File: config.mk
export PLATFORM = sky130hd
export DESIGN_NAME = hex_disp_scanner
export DESIGN_NICKNAME = d
export VERILOG_FILES = /design/src/rtl/hex_disp_scanner.sv
export SDC_FILE = /design/constraint.sdc
export NUM_CORES = 1
export LEC_CHECK = 0
export BUFFER_PORTS_ARGS = -buffer_cell sky130_fd_sc_hd__buf_4
export CAP_MARGIN = 5
export CELL_PAD_IN_SITES_DETAIL_PLACEMENT = 0
export CELL_PAD_IN_SITES_GLOBAL_PLACEMENT = 1
export CORE_MARGIN = 5
export CORE_UTILIZATION = 48
export CTS_CLUSTER_SIZE = 20
export DETAILED_ROUTE_END_ITERATION = 10
export GPL_TIMING_DRIVEN = 0
export PLACE_DENSITY_LB_ADDON = 0.1
export SLEW_MARGIN = 30
export SYNTH_ARGS = -nofsm -noshare
export SYNTH_HDL_FRONTEND = slang
export SYNTH_SLANG_ARGS = --single-unit
File: constraint.sdc
create_clock -name clk -period 7.3 [get_ports clk]
set_clock_uncertainty 0.2 [all_clocks]
set_input_delay 1.46 -clock clk [delete_from_list [all_inputs] [get_ports clk]]
set_output_delay 1.46 -clock clk [all_outputs]
set_load 0.03 [all_outputs]
File: src/rtl/hex_disp_scanner.sv
// ---------------------------------------------------------------------------
// hex_disp_scanner
//   Time-multiplexed scan controller for an N-digit common-anode 7-segment
//   display. A single external hex-to-7-seg decoder is shared by all digits.
//   The anodes rotate at a fixed slot rate. Each slot opens with a dark gap
//   so the previous digit's segments do not ghost onto the next anode. New
//   display values are staged and only committed at frame boundaries, so a
//   frame never shows a mix of old and new digits.
//
//   Load handshake: load is a single-cycle strobe with no back-pressure.
//   Every cycle with load=1 captures value_in into the pending register, and
//   a newer load overwrites an older one that is still uncommitted. At the
//   next frame boundary the pending value moves to the shadow register, and
//   load_ack pulses for exactly one cycle on the following cycle. A load in
//   the same cycle as a committing boundary stays pending for the next frame.
// ---------------------------------------------------------------------------
module hex_disp_scanner #(
    parameter int NUM_DIGITS = 4,
    parameter int CLK_DIV    = 50000,
    parameter int GAP_CYCLES = 16
) (
    input  logic                      clk,
    input  logic                      rst,
    input  logic [4*NUM_DIGITS-1:0]   value_in,
    input  logic                      load,
    output logic                      load_ack,
    input  logic                      blank_lz,
    input  logic [NUM_DIGITS-1:0]     digit_en,
    output logic [3:0]                dec_bin,
    input  logic [6:0]                dec_seg,
    output logic [6:0]                seg_out,
    output logic [NUM_DIGITS-1:0]     an_out,
    output logic                      o_dbg_state
);

    localparam int CNT_W = (CLK_DIV > 2) ? $clog2(CLK_DIV) : 1;
    localparam int IDX_W = (NUM_DIGITS > 1) ? $clog2(NUM_DIGITS) : 1;

    localparam logic [CNT_W-1:0] CNT_MAX = CNT_W'(CLK_DIV - 1);
    localparam logic [IDX_W-1:0] IDX_MAX = IDX_W'(NUM_DIGITS - 1);
    localparam logic [CNT_W-1:0] GAP_V   = CNT_W'(GAP_CYCLES);

    localparam logic [6:0] SEG_DARK = 7'h7F;

    typedef enum logic {
        ST_GAP  = 1'b0,
        ST_SHOW = 1'b1
    } state_t;

    // The slot counter restarts at zero, so the reset state is GAP unless
    // the gap has been configured away entirely.
    localparam state_t RST_STATE = (GAP_CYCLES > 0) ? ST_GAP : ST_SHOW;

    // Scan timing
    logic [CNT_W-1:0]        r_slot_cnt;
    logic [IDX_W-1:0]        r_idx;
    state_t                  r_state;

    // Display data
    logic [4*NUM_DIGITS-1:0] r_shadow;
    logic [4*NUM_DIGITS-1:0] r_pending;
    logic                    r_pend_v;
    logic                    r_load_ack;

    // Pin registers
    logic [6:0]              r_seg_out;
    logic [NUM_DIGITS-1:0]   r_an_out;

    // Combinational helpers
    logic                    w_slot_wrap;
    logic                    w_frame_end;
    logic [CNT_W-1:0]        w_next_cnt;
    logic [IDX_W-1:0]        w_next_idx;
    state_t                  w_next_state;
    logic                    w_commit;
    logic [3:0]              w_dec_bin;
    logic                    w_dig_en;
    logic                    w_blank;
    logic [NUM_DIGITS-1:0]   w_an_sel;
    logic [NUM_DIGITS-1:0]   w_upper_zero;
    logic                    w_zero_acc;

    // Slot counter wrap, frame boundary and next-cycle timing values
    always_comb begin
        w_slot_wrap  = (r_slot_cnt == CNT_MAX);
        w_frame_end  = w_slot_wrap && (r_idx == IDX_MAX);
        w_next_cnt   = w_slot_wrap ? '0 : r_slot_cnt + 1'b1;
        if (w_slot_wrap) begin
            w_next_idx = (r_idx == IDX_MAX) ? '0 : r_idx + 1'b1;
        end else begin
            w_next_idx = r_idx;
        end
        w_next_state = (w_next_cnt < GAP_V) ? ST_GAP : ST_SHOW;
        w_commit     = w_frame_end && r_pend_v;
    end

    // Per-digit selection: decoder nibble, enable, anode pattern and the
    // leading-zero run (digit k is in the run when nibbles k..top are zero)
    always_comb begin
        w_dec_bin    = 4'h0;
        w_dig_en     = 1'b0;
        w_an_sel     = '1;
        w_upper_zero = '1;
        w_zero_acc   = 1'b1;
        for (int k = NUM_DIGITS - 1; k >= 0; k--) begin
            w_zero_acc      = w_zero_acc && (r_shadow[4*k +: 4] == 4'h0);
            w_upper_zero[k] = w_zero_acc;
        end
        for (int k = 0; k < NUM_DIGITS; k++) begin
            if (r_idx == IDX_W'(k)) begin
                w_dec_bin   = r_shadow[4*k +: 4];
                w_dig_en    = digit_en[k];
                w_an_sel[k] = 1'b0;
            end
        end
        // Digit 0 always shows, so a zero value still displays "0".
        w_blank = blank_lz && (r_idx != '0) && w_upper_zero[r_idx];
    end

    // Scan FSM: slot counter, digit index and GAP/SHOW state, all driven by
    // the slot counter alone
    always_ff @(posedge clk or posedge rst) begin
        if (rst) begin
            r_slot_cnt <= '0;
            r_idx      <= '0;
            r_state    <= RST_STATE;
        end else begin
            r_slot_cnt <= w_next_cnt;
            r_idx      <= w_next_idx;
            r_state    <= w_next_state;
        end
    end

    // Load staging and frame-boundary commit; a same-cycle load lands in
    // pending after the old pending value has moved to the shadow
    always_ff @(posedge clk or posedge rst) begin
        if (rst) begin
            r_shadow   <= '0;
            r_pending  <= '0;
            r_pend_v   <= 1'b0;
            r_load_ack <= 1'b0;
        end else begin
            r_load_ack <= w_commit;
            if (w_commit) begin
                r_shadow <= r_pending;
                r_pend_v <= 1'b0;
            end
            if (load) begin
                r_pending <= value_in;
                r_pend_v  <= 1'b1;
            end
        end
    end

    // Pin registers: anodes and segments update together from the current
    // state, so they change on the same edge
    always_ff @(posedge clk or posedge rst) begin
        if (rst) begin
            r_seg_out <= SEG_DARK;
            r_an_out  <= '1;
        end else if (r_state == ST_GAP || !w_dig_en) begin
            r_seg_out <= SEG_DARK;
            r_an_out  <= '1;
        end else if (w_blank) begin
            r_seg_out <= SEG_DARK;
            r_an_out  <= w_an_sel;
        end else begin
            r_seg_out <= dec_seg;
            r_an_out  <= w_an_sel;
        end
    end

    assign dec_bin     = w_dec_bin;
    assign seg_out     = r_seg_out;
    assign an_out      = r_an_out;
    assign load_ack    = r_load_ack;
    assign o_dbg_state = r_state;

endmodule
Word-level counts from Yosys, hierarchy flattened
Index checks and enable logic that the tools add are counted.
- input port bits: 31
- register bits: 64
- output and inout bits: 17
- order comparisons: 2
- $add $sub $neg: 2
- reductions and logical operators: 16
- multiplexer cells: 22
- bitwise logic cells: 1
- eq/ne operators: 4
- operators with widths (cell ; count):
    2-to-1 mux 4 bit ; 5
    adder 16 x 1 -> 16 bit (second input constant) ; 1
    equality test 16 bit (second input constant) ; 1
    zero test 4 bit ; 4
    less-than comparator 16 x 5 -> 1 bit (second input constant) ; 1
    2-to-1 mux 16 bit ; 1
    2-to-1 mux 7 bit ; 2
    2-to-1 mux 1 bit ; 12
    logical AND 1 bit ; 7
    equality test 2 bit (second input constant) ; 2
    nonzero test 2 bit ; 2
    less-than comparator 2 x 3 -> 1 bit (second input constant) ; 1
    adder 2 x 1 -> 2 bit (second input constant) ; 1
    binary-select mux 1 bit (select 2 bit) ; 1
    equality test 2 x 1 -> 1 bit (second input constant) ; 1
    zero test 2 bit ; 1
    2-to-1 mux 2 bit ; 1
    zero test 1 bit ; 1
    logical OR 1 bit ; 1
    NOT 1 bit ; 1

Logic depth before layout (Yosys ltp)
- word-level depth: 9
- gate-level depth with buffers: 8

Worst setup path after synthesis
No wires, ideal clock.
- path type: register to output
- start: register r_idx[1]
- end: output dec_bin[1]
- required time: 5640 ps
- stages on the path, launching flop included: 8
- setup slack: 3787 ps
- arrival: 1853 ps
- cells stage by stage: dfrtp_1 > inv_1 > ha_1 > clkbuf_1 > nor2b_1 > a221o_1 > o21ai_0 > o21ai_0
- word-level cells in the longest chain between the ends: 5
- RTL lines (what ; line ; text):
    from (decl) ; 56 ; logic [IDX_W-1:0] r_idx;
    from (signal assigned) ; 129 ; r_idx <= w_next_idx;
    zero test 2 bit ; 110 ; if (r_idx == IDX_W'(k)) begin
    2-to-1 mux 4 bit (3 in a row) ; 110 ;
    2-to-1 mux 4 bit (*) ; 110 ;
    to (decl) ; 29 ; output logic [3:0] dec_bin,
Every way passes the cells marked *; elsewhere a longest branch is shown, timed or not.

Final worst setup path
- start: register r_idx[1]
- end: output dec_bin[0]
The elaborated chain is that of the path after synthesis.

==> flow_metrics.env <==
export IMPL_ff2ff_setup_slack_ns=4.73
export IMPL_first_pass_iters=5
export IMPL_worstSetupPathType="reg2out"
export IMPL_die_area_um2=7777
export IMPL_vias=2016
export IMPL_clk_latency_ns=0.33
export IMPL_grt_pass1_vias=1969
export IMPL_cts_tree="yes"
export IMPL_cap_violations=0
export IMPL_htreeDepth=3
export IMPL_fin_nets=338
export IMPL_grt_overflow=0
export IMPL_initial_core_util_pct=49.56
export IMPL_grt_max_degree=40
export IMPL_power_leakage_uw=0.001641
export IMPL_drc=0
export IMPL_synth_common_cells="dfrtp_1, mux2_2, nand2_1, nor2_1, o21ai_0"
export IMPL_comb_power_share_pct=5.9
export IMPL_fin_crit_ns=3.849
export IMPL_crit_top_cell="o21ai_0"
export IMPL_yosysSeqAreaShare_pct=55.05
export IMPL_grt_pass1_wl_um=9508
export IMPL_die_x_um=88.19
export IMPL_slew_headroom_pct=63.56
export IMPL_post_cts_buffers=0
export IMPL_clkPwrFrac_pct=43.6
export IMPL_crit_chain="inv_1 > ha_1 > clkbuf_1 > nor2b_1 > a221o_1 > o21ai_0 > o21ai_0 > buf_4"
export IMPL_slowest_stage="dfrtp_1"
export IMPL_timing_final_crit_share_pct=52.72
export IMPL_syn2layout_area_growth_pct=22.73
export IMPL_grt_total_usage_pct=16.08
export IMPL_dp_hpwl_um=4174
export IMPL_synth_area_top_cells="dfrtp_1, dfstp_2, mux2_2, mux2_4, nand2_1"
export IMPL_die_h_um=88.19
export IMPL_synth_edf_count=0
export IMPL_cp_end_kind="output pin"
export IMPL_final_hold_viol_count=0
export IMPL_drt_wl_total_um=5737
export IMPL_start_kind="flip-flop"
export IMPL_drt_vias_per_instance=5.277
export IMPL_fin_area_um2=3601
export IMPL_holdBufCountCts=0
export IMPL_switchingPower_uw=154.3
export IMPL_tns_ns=0
export IMPL_cts_num_sinks=64
export IMPL_synthCells=244
export IMPL_synth_top_area_cell="dfrtp_1"
export IMPL_yosysUniqueCellTypes=41
export IMPL_cp_max_fo=9
export IMPL_core_area_um2=5921
export IMPL_antenna_found_initial=0
export IMPL_cp_data_required_time_ns=5.64
export IMPL_synthArstFlopShare_pct=100.0
export IMPL_cts_resized=0
export IMPL_cp_arrival_ns=2.19
export IMPL_max_stage_delay_ns=0.41
export IMPL_io_buffers=46
export IMPL_numCtsBuffers=9
export IMPL_swShare_pct=20.93
export IMPL_dr_first_iter_drc_count=56
export IMPL_post_drt_wl_per_cell_um=15.02
export IMPL_detail_route_antenna_nets=0
export IMPL_row_count=28
export IMPL_synth_area_um2=2934
export IMPL_hold_path_class="reg2reg"
export IMPL_slew_violations=0
export IMPL_synth_most_common_cell="dfrtp_1"
export IMPL_ys_seq_elements=64
export IMPL_intPower_uw=582.8
export IMPL_synth_ff_type="dfrtp_1"
export IMPL_synth_top_area_share_pct=45.20
export IMPL_yosysWarnings=0
export IMPL_ir_drop_v=0.0001447
export IMPL_gp_congestion=0.8201
export IMPL_root_buffer="clkbuf_8"
export IMPL_setup_viol=0
export IMPL_seqPwrFrac_pct=50.5
export IMPL_max_freq_mhz=259.8
export IMPL_path_clk_slew_ns=0.07
export IMPL_tightest_slew_ns=0.5426
export IMPL_synth_fp_nets=280
export IMPL_num_io_pins=48
export IMPL_status="finished clean"
export IMPL_diodes=0
export IMPL_drive_gt1_share_pct=35.50
export IMPL_power_density_nw_per_um2=204.7
export IMPL_placed_cell_area_um2=3396
export IMPL_syn_area_per_cell_um2=12.02
export IMPL_rsz0062_at_grt="false"
export IMPL_clock_path_buffers=2
==> cells by family (layout without fill, tap and decap cells) <==
group	Yosys count	in the layout	synth area share, %
XOR/XNOR	11	11	3.284
AO/OA/AOI/OAI	33	33	7.207
multiplexers	33	33	13.90
flip-flops	64	64	55.05
buffers and inverters	15	78	2.431
AND/OR/NAND/NOR	83	83	15.99
adder cells (fa/ha/maj)	5	5	2.132
==> power by group through the flow <==
stage | Clock, uW | Sequential (uW) | Combinational [uW]
after global routing | 345 | 374 | 47.9
after global placement | 0 | 379 | 42.1
after CTS | 328 | 373 | 44.8
after floorplan | 0 | 383 | 18.9
final | 321 | 372 | 43.3
after detailed placement | 0 | 379 | 44.7
==> registers in the layout, summed over array words and instances, names as in the netlist, 2 cells and up <==
register,cells
seg_out,7
r_idx,2
r_shadow,16
an_out,4
r_slot_cnt,16
r_pending,16
==> cell usage in the layout, fill, tap and decap left out, types with 10 or more instances in the layout <==
cell      instances
buf_4            46
clkbuf_1         11
dfrtp_1          53
dfstp_2          11
mux2_2           22
mux2_4           10
nand2_1          19
nor2_1           14
o21ai_0          14
==> path summary, 6_finish.rpt <==
path,start,to,depth (start not counted)
max in group asynchronous,rst,seg_out[2]$_DFF_PP1_,3
min in group asynchronous,rst,r_shadow[15]$_DFFE_PP0P_,2
worst max-delay path,r_idx[1]$_DFFE_PP0N_,dec_bin[0],8
worst max register to register,r_slot_cnt[11]$_DFF_PP0_,r_shadow[7]$_DFFE_PP0P_,6
worst min register to register,r_pending[8]$_DFFE_PP0P_,r_shadow[8]$_DFFE_PP0P_,1
worst min-delay path,r_pending[8]$_DFFE_PP0P_,r_shadow[8]$_DFFE_PP0P_,1
==> through the flow <==
| step | power [uW] | util, % | setup WS (ns) | cells | hold WS (ns) |
|---|---|---|---|---|---|
| 5_1_grt | 767.0 | 60.82 | 3.240 | 382 | 0.3218 |
| 3_5_place_dp | 423.9 | 57.35 | 3.843 | 366 | 0.2876 |
| 4_1_cts | 745.5 | 60.82 | 3.433 | 382 | 0.3004 |
| 6_report | 737.0 | 60.82 | 3.451 | 382 | 0.2982 |
| 2_1_floorplan | 401.5 | - | 3.787 | 244 | 0.2688 |
| 3_3_place_gp | 420.8 | 56.97 | 3.284 | 365 | 0.2676 |
==> routing by layer <==
layer	track usage [%]	share of wire, %	wire, um	vias to the layer above
met2	23.59	45	2607	52
met5	0	0	0	-
li1	-	-	-	989
met3	5.080	6.4	368	6
met1	22.47	47	2712	969
met4	5.769	0.84	48	0
==> critical path, delay by kind of cell, from the launching register on <==
family                     cells  cell delay, ns
and+or+nand+nor                1            0.14
AOI/OAI and AO/OA              3            0.54
adders and majority gates      1            0.16
DFF                            1            0.41
buffers and inverters          3            0.60
==> cell type report <==
type | instances | area, um2
Inverter | 5 | 21.27
Fill cell | 499 | 2320
Clock inverter | 4 | 70.07
Multi-Input combinational cell | 165 | 1247
Clock buffer | 12 | 135.1
Sequential cell | 64 | 1615
Timing Repair Buffer | 47 | 365.4
Tap cell | 75 | 93.84
Buffer | 10 | 52.55
Power figures use the tool's default switching activity.
